`src/rtl/ps2_keycode_capture_if.sv`:
```
// Keycode PIO bundle between the PS/2 capture block and the HPS side:
// clear request in, scan-code history plus status pulses out.
interface ps2_keycode_capture_if;
   logic [31:0] keycode_reset;
   logic [31:0] keycode;
   logic        byte_valid;
   logic        frame_err;

   modport master (output keycode_reset, input keycode, byte_valid, frame_err);
   modport slave  (input keycode_reset, output keycode, byte_valid, frame_err);
endinterface

```
`src/rtl/ps2_keycode_capture.sv`:
```
// PS/2 keyboard receiver keeping a 4-byte scan-code history (newest in [7:0]).
// Optional build macro PS2_PARITY_CHECK_EN enables odd-parity rejection of frames.
//
// state  | meaning
// IDLE   | waiting for a start bit (data low on a ps2_clk falling edge)
// DATA   | shifting in 8 data bits, LSB first
// PARITY | capturing the parity bit
// STOP   | checking the stop bit, then accept or flag an error
module ps2_keycode_capture #(
   parameter int SYNC_STAGES    = 2,
   parameter int TIMEOUT_CYCLES = 100000
) (
   input  logic                 clk_clk,
   input  logic                 reset_reset_n,
   input  logic                 ps2_clk,
   input  logic                 ps2_dat,
   ps2_keycode_capture_if.slave bus
);

   localparam int TW = $clog2(TIMEOUT_CYCLES + 1);
   localparam logic [TW-1:0] TO_MAX = TW'(TIMEOUT_CYCLES);

   typedef enum logic [1:0] {IDLE, DATA, PARITY, STOP} state_t;

   logic [SYNC_STAGES-1:0] clk_sync;
   logic [SYNC_STAGES-1:0] dat_sync;
   logic                   prev_clk_s;
   logic                   clk_s;
   logic                   dat_s;
   logic                   fall;

   state_t      state, state_nxt;
   logic [2:0]  bit_cnt, bit_cnt_nxt;
   logic [7:0]  shift, shift_nxt;
   logic        par, par_nxt;
   logic [TW-1:0] to_cnt, to_nxt;
   logic        accept_q, accept_nxt;
   logic        err_q, err_nxt;
   logic        parity_ok;

   logic [31:0] keycode_r;
   logic        byte_valid_r;
   logic        frame_err_r;
   logic        kr_prev;
   logic        clr_rise;
   logic        unused_bits;

   assign clk_s = clk_sync[SYNC_STAGES-1];
   assign dat_s = dat_sync[SYNC_STAGES-1];
   assign fall  = prev_clk_s & ~clk_s;

`ifdef PS2_PARITY_CHECK_EN
   assign parity_ok = ^{shift, par};
`else
   assign parity_ok = 1'b1;
`endif

   assign unused_bits = ^{bus.keycode_reset[31:1], par};
   assign clr_rise    = bus.keycode_reset[0] & ~kr_prev;

   always_ff @(posedge clk_clk or negedge reset_reset_n) begin
      if (!reset_reset_n) begin
         clk_sync   <= '1;
         dat_sync   <= '1;
         prev_clk_s <= 1'b1;
         state      <= IDLE;
         bit_cnt    <= '0;
         shift      <= '0;
         par        <= 1'b0;
         to_cnt     <= '0;
         accept_q   <= 1'b0;
         err_q      <= 1'b0;
      end else begin
         clk_sync   <= {clk_sync[SYNC_STAGES-2:0], ps2_clk};
         dat_sync   <= {dat_sync[SYNC_STAGES-2:0], ps2_dat};
         prev_clk_s <= clk_s;
         state      <= state_nxt;
         bit_cnt    <= bit_cnt_nxt;
         shift      <= shift_nxt;
         par        <= par_nxt;
         to_cnt     <= to_nxt;
         accept_q   <= accept_nxt;
         err_q      <= err_nxt;
      end
   end

   always_comb begin
      state_nxt   = state;
      bit_cnt_nxt = bit_cnt;
      shift_nxt   = shift;
      par_nxt     = par;
      to_nxt      = to_cnt;
      accept_nxt  = 1'b0;
      err_nxt     = 1'b0;
      if (fall) begin
         to_nxt = '0;
         case (state)
            IDLE: begin
               if (!dat_s) begin
                  state_nxt   = DATA;
                  bit_cnt_nxt = '0;
               end
            end
            DATA: begin
               shift_nxt   = {dat_s, shift[7:1]};
               bit_cnt_nxt = bit_cnt + 3'd1;
               if (bit_cnt == 3'd7) state_nxt = PARITY;
            end
            PARITY: begin
               par_nxt   = dat_s;
               state_nxt = STOP;
            end
            STOP: begin
               state_nxt = IDLE;
               if (dat_s && parity_ok) accept_nxt = 1'b1;
               else                    err_nxt    = 1'b1;
            end
            default: state_nxt = IDLE;
         endcase
      end else if (state == IDLE) begin
         to_nxt = '0;
      end else if (to_cnt == TO_MAX) begin
         // Counter holds at the limit; it is cleared once the FSM is back in IDLE.
         state_nxt = IDLE;
         err_nxt   = 1'b1;
      end else begin
         to_nxt = to_cnt + TW'(1);
      end
   end

   // The shift register is stable here: the next frame cannot shift before another falling edge.
   always_ff @(posedge clk_clk or negedge reset_reset_n) begin
      if (!reset_reset_n) begin
         keycode_r    <= '0;
         byte_valid_r <= 1'b0;
         frame_err_r  <= 1'b0;
         kr_prev      <= 1'b0;
      end else begin
         kr_prev      <= bus.keycode_reset[0];
         byte_valid_r <= accept_q;
         frame_err_r  <= err_q;
         if (accept_q)
            keycode_r <= clr_rise ? {24'h0, shift} : {keycode_r[23:0], shift};
         else if (clr_rise)
            keycode_r <= '0;
      end
   end

   assign bus.keycode    = keycode_r;
   assign bus.byte_valid = byte_valid_r;
   assign bus.frame_err  = frame_err_r;

endmodule

```
`src/flat_wrapper.sv`:
```
// flat-port wrapper written by rule: the top's interface ports become plain ports
module ps2_keycode_capture_flat 
#(
   parameter int SYNC_STAGES    = 2,
   parameter int TIMEOUT_CYCLES = 100000
)
  (clk_clk, reset_reset_n, ps2_clk, ps2_dat, bus_keycode_reset, bus_keycode, bus_byte_valid, bus_frame_err);
  ps2_keycode_capture_if bus_i ();
  input  logic clk_clk;
  input  logic reset_reset_n;
  input  logic ps2_clk;
  input  logic ps2_dat;
  input wire logic [$bits(bus_i.keycode_reset)-1:0] bus_keycode_reset;
  output wire logic [$bits(bus_i.keycode)-1:0] bus_keycode;
  output wire logic [$bits(bus_i.byte_valid)-1:0] bus_byte_valid;
  output wire logic [$bits(bus_i.frame_err)-1:0] bus_frame_err;
  assign bus_i.keycode_reset = bus_keycode_reset;
  assign bus_keycode = bus_i.keycode;
  assign bus_byte_valid = bus_i.byte_valid;
  assign bus_frame_err = bus_i.frame_err;
  ps2_keycode_capture #(.SYNC_STAGES(SYNC_STAGES), .TIMEOUT_CYCLES(TIMEOUT_CYCLES)) u_core (.clk_clk(clk_clk), .reset_reset_n(reset_reset_n), .ps2_clk(ps2_clk), .ps2_dat(ps2_dat), .bus(bus_i));
endmodule
```
`config.mk`:
```
export PLATFORM = sky130hd
export DESIGN_NAME = ps2_keycode_capture_flat
export DESIGN_NICKNAME = d
export VERILOG_FILES = /design/src/rtl/ps2_keycode_capture_if.sv /design/src/rtl/ps2_keycode_capture.sv /design/src/flat_wrapper.sv
export SDC_FILE = /design/constraint.sdc
export NUM_CORES = 1
export LEC_CHECK = 0
export CAP_MARGIN = 0
export CELL_PAD_IN_SITES_DETAIL_PLACEMENT = 1
export CELL_PAD_IN_SITES_GLOBAL_PLACEMENT = 1
export CORE_UTILIZATION = 42
export DETAILED_ROUTE_END_ITERATION = 6
export PLACE_DENSITY_LB_ADDON = 0.05
export SLEW_MARGIN = 20
export SYNTH_ARGS = -nofsm -noshare
export SYNTH_HDL_FRONTEND = slang
export SYNTH_SLANG_ARGS = --single-unit
```
`constraint.sdc`:
```
create_clock -name clk_clk -period 3.91 [get_ports clk_clk]
set_input_delay 1.173 -clock clk_clk [delete_from_list [all_inputs] [get_ports clk_clk]]
set_output_delay 1.173 -clock clk_clk [all_outputs]
set_load 0.005 [all_outputs]
```
# ---- Yosys cells after proc, flatten, opt, wreduce, memory -nomap -nowiden
# Index checks and enable logic that the tools add are counted.
dict set report totals {
  romBits 0
  word_cells 57
  regBits 72
  out_inout_bits 34
  n_memories 0
  latchBits 0
  ram_bits 0
  in_bits 36
}
dict set report op_classes {
  n_mux 22
  n_bitwise 4
  n_addsub 2
  eq_ne 9
  n_reduce_logical 7
  div 0
  n_mul 0
  n_shift 0
  magnitude_cmp 0
}
# op count
set op_table {}
lappend op_table {{$mux W32} 3}
lappend op_table {{$mux W17} 3}
lappend op_table {{$add A17 B1 Y17 const B} 1}
lappend op_table {{$eq A17 B17 Y1 const B} 1}
lappend op_table {{$mux W2} 5}
lappend op_table {{$mux W1} 8}
lappend op_table {{$pmux W2 S4} 1}
lappend op_table {{$pmux W3 S2} 1}
lappend op_table {{$reduce_bool A2 Y1} 3}
lappend op_table {{$eq A2 B2 Y1 const B} 2}
lappend op_table {{$reduce_and A4 Y1} 1}
lappend op_table {{$add A3 B1 Y3 const B} 1}
lappend op_table {{$eq A3 B3 Y1 const B} 1}
lappend op_table {{$mux W3} 1}
lappend op_table {{$ne A3 B1 Y1 const B} 1}
lappend op_table {{$ne A3 B3 Y1 const B} 1}
lappend op_table {{$reduce_and A3 Y1} 1}
lappend op_table {{$and A1 B1 Y1} 2}
lappend op_table {{$eq A2 B1 Y1 const B} 1}
lappend op_table {{$logic_not A2 Y1} 1}
lappend op_table {{$ne A2 B1 Y1 const B} 1}
lappend op_table {{$ne A2 B2 Y1 const B} 1}
lappend op_table {{$not A1 Y1} 2}
lappend op_table {{$reduce_and A2 Y1} 1}

# ---- Longest topological paths before layout
# Gate-level depths: netlist of run 1.
dict set report logic_depth {
  word_depth 4
  mapped_depth 7
  mapped_depth_nobuf 6
}

# ---- Worst setup path before layout of run 1
# OpenSTA, ideal clock, no wires.
dict set report synth_timing {
  path_type {input port to flip-flop}
  startpoint {input port bus_keycode_reset[0]}
  endpoint {register u_core.keycode_r[12] (netlist: u_core.bus.keycode[12])}
  setup_ps 132
  path_stages 4
  t_arrival_ps 1809
  t_required_ps 3778
  n_path_buf 2
  setup_slack_ps 1969
  cell_sequence {nor2b_1 clkbuf_1 clkbuf_1 nor2_1}
}
dict set report synth_between {
  elab_chain_cells 3
  elab_cells_between_ends 4
  cone_classes {mux (2); bitwise (1); reduce/logical (1)}
}
# item line_no
set synth_lines {}
lappend synth_lines {{start, declared} flat_wrapper.sv:13} ;# input wire logic [$bits(bus_i.keycode_reset)-1:0] bus_keycode_reset;
lappend synth_lines {{$and A1 B1 Y1 (*)} ps2_keycode_capture.sv:59} ;# assign clr_rise = bus.keycode_reset[0] & ~kr_prev;
lappend synth_lines {{$mux W32} ps2_keycode_capture.sv:143} ;# keycode_r <= clr_rise ? {24'h0, shift} : {keycode_r[23:0], shift};
lappend synth_lines {{$mux W32} ps2_keycode_capture.sv:142} ;# if (accept_q)
lappend synth_lines {{end signal, assigned} ps2_keycode_capture.sv:143}
lappend synth_lines {{end, declared} ps2_keycode_capture.sv:41} ;# logic [31:0] keycode_r;
# Every way passes the cells marked *; elsewhere a longest branch is shown, timed or not.
# A chain may end at the register's enable or synchronous reset.

# ---- Worst setup path in the final report of run 1
dict set report layout_timing {
  startpoint {register u_core.keycode_r[2] (netlist: u_core.bus.keycode[2])}
  endpoint {output port bus_keycode[2]}
}
# item line_no
set layout_lines {}
lappend layout_lines {{end, declared} flat_wrapper.sv:14} ;# output wire logic [$bits(bus_i.keycode)-1:0] bus_keycode;
# No word-level cell between the ends.

==> results of run 1 <==
cell type report:
| class | count | area share |
|---|---|---|
| Inverter | 8 | 0.007859 |
| Timing Repair Buffer | 40 | 0.1054 |
| Clock inverter | 7 | 0.02718 |
| Sequential cell | 72 | 0.4735 |
| Tap cell | 99 | 0.03242 |
| Clock buffer | 9 | 0.03242 |
| Multi-Input combinational cell | 185 | 0.3212 |
kinds of logic (layout without fill, tap and decap cells):
| family | count (synthesis) | in the layout | share of synthesized area |
|---|---|---|---|
| simple gates | 104 | 104 | 0.1655 |
| flops | 72 | 72 | 0.5803 |
| mux | 34 | 34 | 0.1129 |
| compound gates | 27 | 27 | 0.04980 |
| buf+inv | 21 | 64 | 0.02570 |
| xor+xnor | 12 | 12 | 0.03373 |
| fa+ha+maj | 8 | 8 | 0.03213 |
sequential cells by signal, indices dropped and copies added (netlist names):
name,cells
u_core.err_q,1
u_core.prev_clk_s,1
u_core.state,2
u_core.bit_cnt,3
u_core.accept_q,1
u_core.clk_sync,2
u_core.shift,8
u_core.bus.keycode,32
u_core.bus.byte_valid,1
u_core.to_cnt,17
u_core.dat_sync,2
u_core.bus.frame_err,1
u_core.kr_prev,1
synth_stat cells (all sizes together) (5+ instances only):
cell    number  area share
a21oi        5      0.0080
xnor2        8       0.022
mux2         9       0.033
inv          8      0.0096
ha           8       0.032
nand2       25       0.030
mux2i       25       0.080
dfstp        5       0.042
nand3        8       0.013
dfrtp       67        0.54
nand4        5       0.015
nor2        39       0.047
o21ai       14       0.022
clkbuf       9       0.011
power by group through the flow:
stage,clock [mW],sequential [mW],combinational (mW)
final,0.669,0.887,0.277
after global placement,0,0.900,0.274
after global routing,0.723,0.902,0.323
after detailed placement,0,0.904,0.285
after CTS,0.691,0.889,0.287
after floorplan,0,0.878,0.209
path summary, 6_finish.rpt:
path / from / end / slack [ps]
min in group asynchronous: reset_reset_n / u_core.bus.keycode[26]$_DFFE_PN0P_ / 860
max in group asynchronous: reset_reset_n / u_core.clk_sync[1]$_DFF_PN1_ / 2310
min reg2reg: u_core.err_q$_DFF_PN0_ / u_core.bus.frame_err$_DFF_PN0_ / 360
max reg2reg: u_core.to_cnt[0]$_DFFE_PN0P_ / u_core.to_cnt[16]$_DFFE_PN0P_ / 1870
max: u_core.bus.keycode[2]$_DFFE_PN0P_ / bus_keycode[2] / 1460
min: u_core.err_q$_DFF_PN0_ / u_core.bus.frame_err$_DFF_PN0_ / 360
per-layer routing:
layer  wire (um)  GRT usage  vias up
met4         135    0.09677        0
li1            -          -     1026
met3         203    0.03299       12
met1        2805     0.2232     1045
met2        3143     0.3115       36
met5           0          0        -
cells in the final DEF, fill, tap and decap left out, drive strengths merged, types with 2 or more instances in the layout:
cell type	synthesis	routed
dfrtp	67	67
nor2	39	39
clkdlybuf4s50	0	37
nand2	25	25
mux2i	25	25
o21ai	14	14
inv	8	10
mux2	9	9
clkbuf	9	9
nand3	8	8
xnor2	8	8
ha	8	8
a21oi	5	5
dfstp	5	5
nand4	5	5
xor2	4	4
nor3	4	4
nor4	3	3
nand2b	3	3
o22ai	3	3
and3	3	3
or3	3	3
buf	4	3
nor2b	2	2
a22o	2	2
nor3b	2	2
or4	2	2
bufinv	0	2
clkinvlp	0	2
==> summary.md, run 1 <==
• **Max transition margin** 0.3662
• **hold bufs inserted after CTS** 0
• **cells after synthesis** 278
• **final critical path time including I/O delays and setup** 2450 ps
• **buffers plus inverters on the worst setup path** 1
• **share of total power consumed by net switching** 0.2864
• **leakage** 1.636 nW
• **number of library cell types mapped by synthesis** 39
• **Core Box Area** 7214 um2
• **width of the chip** 88.13 um
• **iteration-0 DRC count of the detailed router** 134
• **fill cell total of the finished layout** 808
• **number of warnings reported in the yosys synthesis log** 0
• **number of port buffers** 38
• **sequential standard cell area** 1809 um2
• **maximum clock insertion buffer count** 2
• **number of enable flip-flop cells after synthesis** 0
• **hold-critical path depth** 0
• **dpl cell area** 3593 um2
• **Seq pwr share** 0.484
• **first-pass GRT wire length** 10610 um
• **worst endpoint required time** 2740 ps
• **Hold/Removal Path Class** flip-flop to flip-flop
• **Critical Path Max Stage Delay** 520 ps
• **data arrival time of the critical path** 1280 ps
• **clk_lat worst skew** 350 ps
• **unrepaired setup endpoints after global routing** no
• **minimum hold slack** 358.4 ps
• **Final setup violation count** 0
• **Clock H-tree levels** 3
• **Initial Utilization** 0.4318
• **IO Pins** 70
• **setup repair bufs after CTS** 0
• **synthesis-to-layout area growth** 22.65%
• **maximum net fanout on the critical path** 3
• **total detailed-routing wirelength** 6287 um
• **area of the multi-input gates** 1227 um2
• **clock transition at the register clock pins on the worst setup and hold paths after CTS** 80 ps
• **DRC violation count after routing** 0
• **fin crit share** 0.6267
• **Levels on crit path** 1
• **Die Footprint** 7766 um2
• **power per cell area** 479.7 nW/um2
• **final core area utilization** 0.5297
• **maximum number of pins on one net before global-route repair** 44
• **type of the setup path with the least slack** flip-flop to output pin
• **number of inserted diodes** 0
• **wire per inst** 14.97 um
• **antenna violation net count after detailed routing** 0
• **post-DR vias/cell** 5.045
• **Remaining Overflow, GRT** 0
• **setup skew after layout** 8.324 ps
• **depth of the worst register-to-register path** 5
• **endpoints failing hold** 0
• **share of flip-flops with an asynchronous set or reset** 1.000
• **Vias** 2119
• **Detailed Place HPWL** 4338 um
• **outcome** finished, final reports clean
• **final instance count without filler cells** 420
• **clock network power share** 0.365
• **final setup TNS** 0 ps
• **iteration count of the initial detailed-routing pass** 4
• **NetSw** 0.5249 mW
• **peak supply drop** 0.2461 mV
• **portion of total power attributed to combinational logic** 0.151
• **Pins Over Slew Limit** 0
• **number of nets produced by synthesis** 322
• **syn avg cell area** 11.21 um2
• **part of the Yosys area used for sequential elements** 0.5803
• **number of global-route vias before repair** 2204
• **y dimension of the die** 88.13 um
• **CTS tree** built
• **# Max-Cap Violations** 0
• **# rows** 31
• **worst setup slack after placement** 1549 ps
• **overall power after layout** 1.833 mW
• **Synth Register Bits** 72
• **final non-filler cell area** 3821 um2
• **final weighted congestion of routability-driven global placement** 0.7387
• **initial antenna violation count** 0
• **Net count, final** 360
• **# placed instances** 404
• **synthesized area** 3115 um2
• **number of cells upsized or downsized after cts** 0
• **proportion of layout cells with a drive suffix above 1** 0.1215
• **global-route usage over all layers** 0.1835
• **slowest library cell on the worst path** sky130_fd_sc_hd__clkdlybuf4s50_1
• **critical path capture point type** output pin
• **Num Clock Sinks** 72
• **CTS Buf Count** 9
• **most used flip-flop cell after synthesis** sky130_fd_sc_hd__dfrtp_1
• **cell family with the largest share of critical-path delay** buffers and inverters
• **Clock Tree Root** sky130_fd_sc_hd__clkbuf_8
• **fmax** 408.1 MHz
• **cell chain of the critical path** clkdlybuf4s50_1
• **Critical Path Source Type** flip-flop
• **Internal** 1.308 mW
• **worst slew pin tran** 950.7 ps
• **min setup slack post-route** 1460 ps
Power figures use the tool's default switching activity.
==> inputs of run 2 (changes only) <==
CORE_UTILIZATION = 39   (was 42)
clock period = 2.35 ns   (was 3.91 ns; I/O delays follow)
==> run 2 against run 1 <==
Compared with the run above: cell count is 1.4% higher; cell area is 0.23% higher; global-route usage is 0.72 points lower; critical path depth is 4 higher; first-iteration DRC count is 76% lower; critical path type is now flip-flop to flip-flop; critical endpoint is now u_core.to_cnt[16]$_DFFE_PN0P_; highest routed layer unchanged.
==> summary.md, run 2 (synthesized netlist as in run 1, its figures left out) <==
• **register-to-register path setup slack** 300 ps, -1570 ps
• **top library cells by usage in the layout, fill and taps aside** sky130_fd_sc_hd__dfrtp_1 (66), sky130_fd_sc_hd__nor2_1 (39), sky130_fd_sc_hd__clkdlybuf4s50_1 (37)
• **hold bufs inserted after CTS** 0, unchanged
• **peak supply drop** 0.3880 mV, +58%
• **y dimension of the die** 91.38 um, +3.7%
• **iteration count of the initial detailed-routing pass** 4, unchanged
• **CTS tree** built
• **# placed instances** 410, +1.5%
• **number of cells upsized or downsized after cts** 0, unchanged
• **Initial Utilization** 0.4032, -0.02867
• **endpoint with the worst hold slack** u_core.dat_sync[1]$_DFF_PN1_
• **width of the chip** 91.38 um, +3.7%
• **post-DR vias/cell** 5.028, -0.34%
• **final weighted congestion of routability-driven global placement** 0.7095, -4.0%
• **worst setup slack after placement** 291.8 ps, -1257 ps
• **Hold Path Origin** u_core.dat_sync[0]$_DFF_PN1_
• **outcome** finished, final reports clean
• **Detailed Place HPWL** 4424 um, +2.0%
• **maximum net fanout on the critical path** 6, +3
• **slowest library cell on the worst path** sky130_fd_sc_hd__or4_1
• **fill cell total of the finished layout** 849, +5.1%
• **# rows** 32, +3.2%
• **DRC violation count after routing** 0, unchanged
• **endpoints failing hold** 0, unchanged
• **clock transition at the register clock pins on the worst setup and hold paths after CTS** 80 ps, about the same
• **cell chain of the critical path** ha_1 > nand2_1 > or4_1 > or3_1 > a21oi_1
• **worst endpoint required time** 2610 ps, -130 ps
• **Max transition margin** 0.6383, +0.2721
• **dpl cell area** 3632 um2, +1.1%
• **final setup TNS** 0 ps, unchanged
• **final critical path time including I/O delays and setup** 2045 ps
• **min setup slack post-route** 305.0 ps, -1155 ps
• **worst r2r src** u_core.to_cnt[0]$_DFFE_PN0P_
• **flip-flop count of the largest register, all copies and words added** 32, unchanged
• **leading cell type in the layout, fill and taps excluded** sky130_fd_sc_hd__dfrtp_1
• **global-route usage over all layers** 0.1763, -0.007226
• **type of the setup path with the least slack** flip-flop to flip-flop
• **depth of the worst register-to-register path** 5, unchanged
• **cell family with the largest share of critical-path delay** simple AND/OR/NAND/NOR gates
• **Final setup violation count** 0, unchanged
• **Die Footprint** 8350 um2, +7.5%
• **number of port buffers** 38, unchanged
• **synthesis-to-layout area growth** 22.93%
• **CTS Buf Count** 9, unchanged
• **Clock Tree Root** sky130_fd_sc_hd__clkbuf_8
• **setup skew after layout** 8.831 ps, +0.5077 ps
• **final non-filler cell area** 3830 um2, +0.23%
• **power per cell area** 773.5 nW/um2, +61%
• **GR Util met3** 0.05193, +0.01894
• **Clock H-tree levels** 3, unchanged
• **first-pass GRT wire length** 11280 um, +6.4%
• **Hold/Removal Path Class** flip-flop to flip-flop
• **wire per inst** 15.29 um, +2.1%
• **# Max-Cap Violations** 0, unchanged
• **buffers plus inverters on the worst setup path** 0, -1
• **final instance count without filler cells** 426, +1.4%
• **setup repair bufs after CTS** 0, unchanged
• **GRT Max-Usage Layer** met2
• **proportion of layout cells with a drive suffix above 1** 0.1265, +0.005048
• **critical path capture point type** flip-flop
• **maximum number of pins on one net before global-route repair** 73, +66%
• **grt met1 use** 0.2319, +0.008774
• **fin crit share** 0.8702
• **worst slew pin tran** 541.4 ps, -409.3 ps
• **data arrival time of the critical path** 2310 ps, +1030 ps
• **number of global-route vias before repair** 2214, +0.45%
• **hold-critical path depth** 0, unchanged
• **Pins Over Slew Limit** 0, unchanged
• **unrepaired setup endpoints after global routing** no
• **global routing met2 resource utilization** 0.2813, -0.03016
• **Remaining Overflow, GRT** 0, unchanged
• **Vias** 2142, +1.1%
• **fmax** 489.0 MHz
• **Net count, final** 363, +0.83%
• **Critical Path Source Type** flip-flop
• **IO Pins** 70, unchanged
• **antenna violation net count after detailed routing** 0, unchanged
• **Critical Path Max Stage Delay** 590 ps, +70 ps
• **iteration-0 DRC count of the detailed router** 32, -76%
• **initial antenna violation count** 0, unchanged
• **Num Clock Sinks** 72, unchanged
• **endpoint of the most critical register-to-register path** u_core.to_cnt[16]$_DFFE_PN0P_
• **Core Box Area** 7727 um2, +7.1%
• **clk_lat worst skew** 340 ps, about the same
• **total detailed-routing wirelength** 6512 um, +3.6%
• **leakage** 1.644 nW, +0.51%
• **number of inserted diodes** 0, unchanged
• **maximum clock insertion buffer count** 2, unchanged
==> run 2: layout make-up <==
cell class | instances | area, um2 | share of cell area
flip-flops and latches | 72 | 1809 | 0.4724
multi-input cells | 185 | 1227 | 0.3205
repair buffers | 43 | 437.9 | 0.1143
clock buffers | 11 | 141.4 | 0.03692
well taps | 102 | 127.6 | 0.03332
clock inverters | 5 | 56.30 | 0.01470
inverters | 8 | 30.03 | 0.007841
==> run 2: power by group <==
group	internal, mW	leakage (nW)	total [mW]	switching, mW
logic	0.224	0.576	0.499	0.274
clock network	0.518	0.0993	0.984	0.466
registers	1.36	0.968	1.48	0.120
==> run 2: worst max path at each step <==
stage	from	to	slack (ps)	cells past startpoint
after detailed placement	u_core.to_cnt[0]$_DFFE_PN0P_	u_core.to_cnt[16]$_DFFE_PN0P_	290	5
final	u_core.to_cnt[0]$_DFFE_PN0P_	u_core.to_cnt[16]$_DFFE_PN0P_	300	5
after global placement	u_core.to_cnt[0]$_DFFE_PN0P_	u_core.to_cnt[16]$_DFFE_PN0P_	350	5
after global routing	u_core.to_cnt[0]$_DFFE_PN0P_	u_core.to_cnt[16]$_DFFE_PN0P_	170	5
after floorplan	u_core.to_cnt[0]$_DFFE_PN0P_	u_core.to_cnt[16]$_DFFE_PN0P_	500	6
after CTS	u_core.to_cnt[0]$_DFFE_PN0P_	u_core.to_cnt[16]$_DFFE_PN0P_	300	5
==> run 2: metal layers <==
| layer | wire length [um] | share of wire |
|---|---|---|
| met5 | 0 | 0 |
| met4 | 75 | 0.012 |
| met3 | 195 | 0.030 |
| met2 | 3191 | 0.49 |
| met1 | 3050 | 0.47 |
==> run 2: stage by stage <==
step | power (mW) | hold slack (ps) | utilization
2_1_floorplan | 1.809 | 331.2 | -
3_3_place_gp | 1.976 | 334.1 | 0.4700
3_5_place_dp | 2.014 | 341.0 | 0.4700
4_1_cts | 3.007 | 348.9 | 0.4956
5_1_grt | 3.131 | 355.1 | 0.4956
6_report | 2.962 | 349.7 | 0.4956
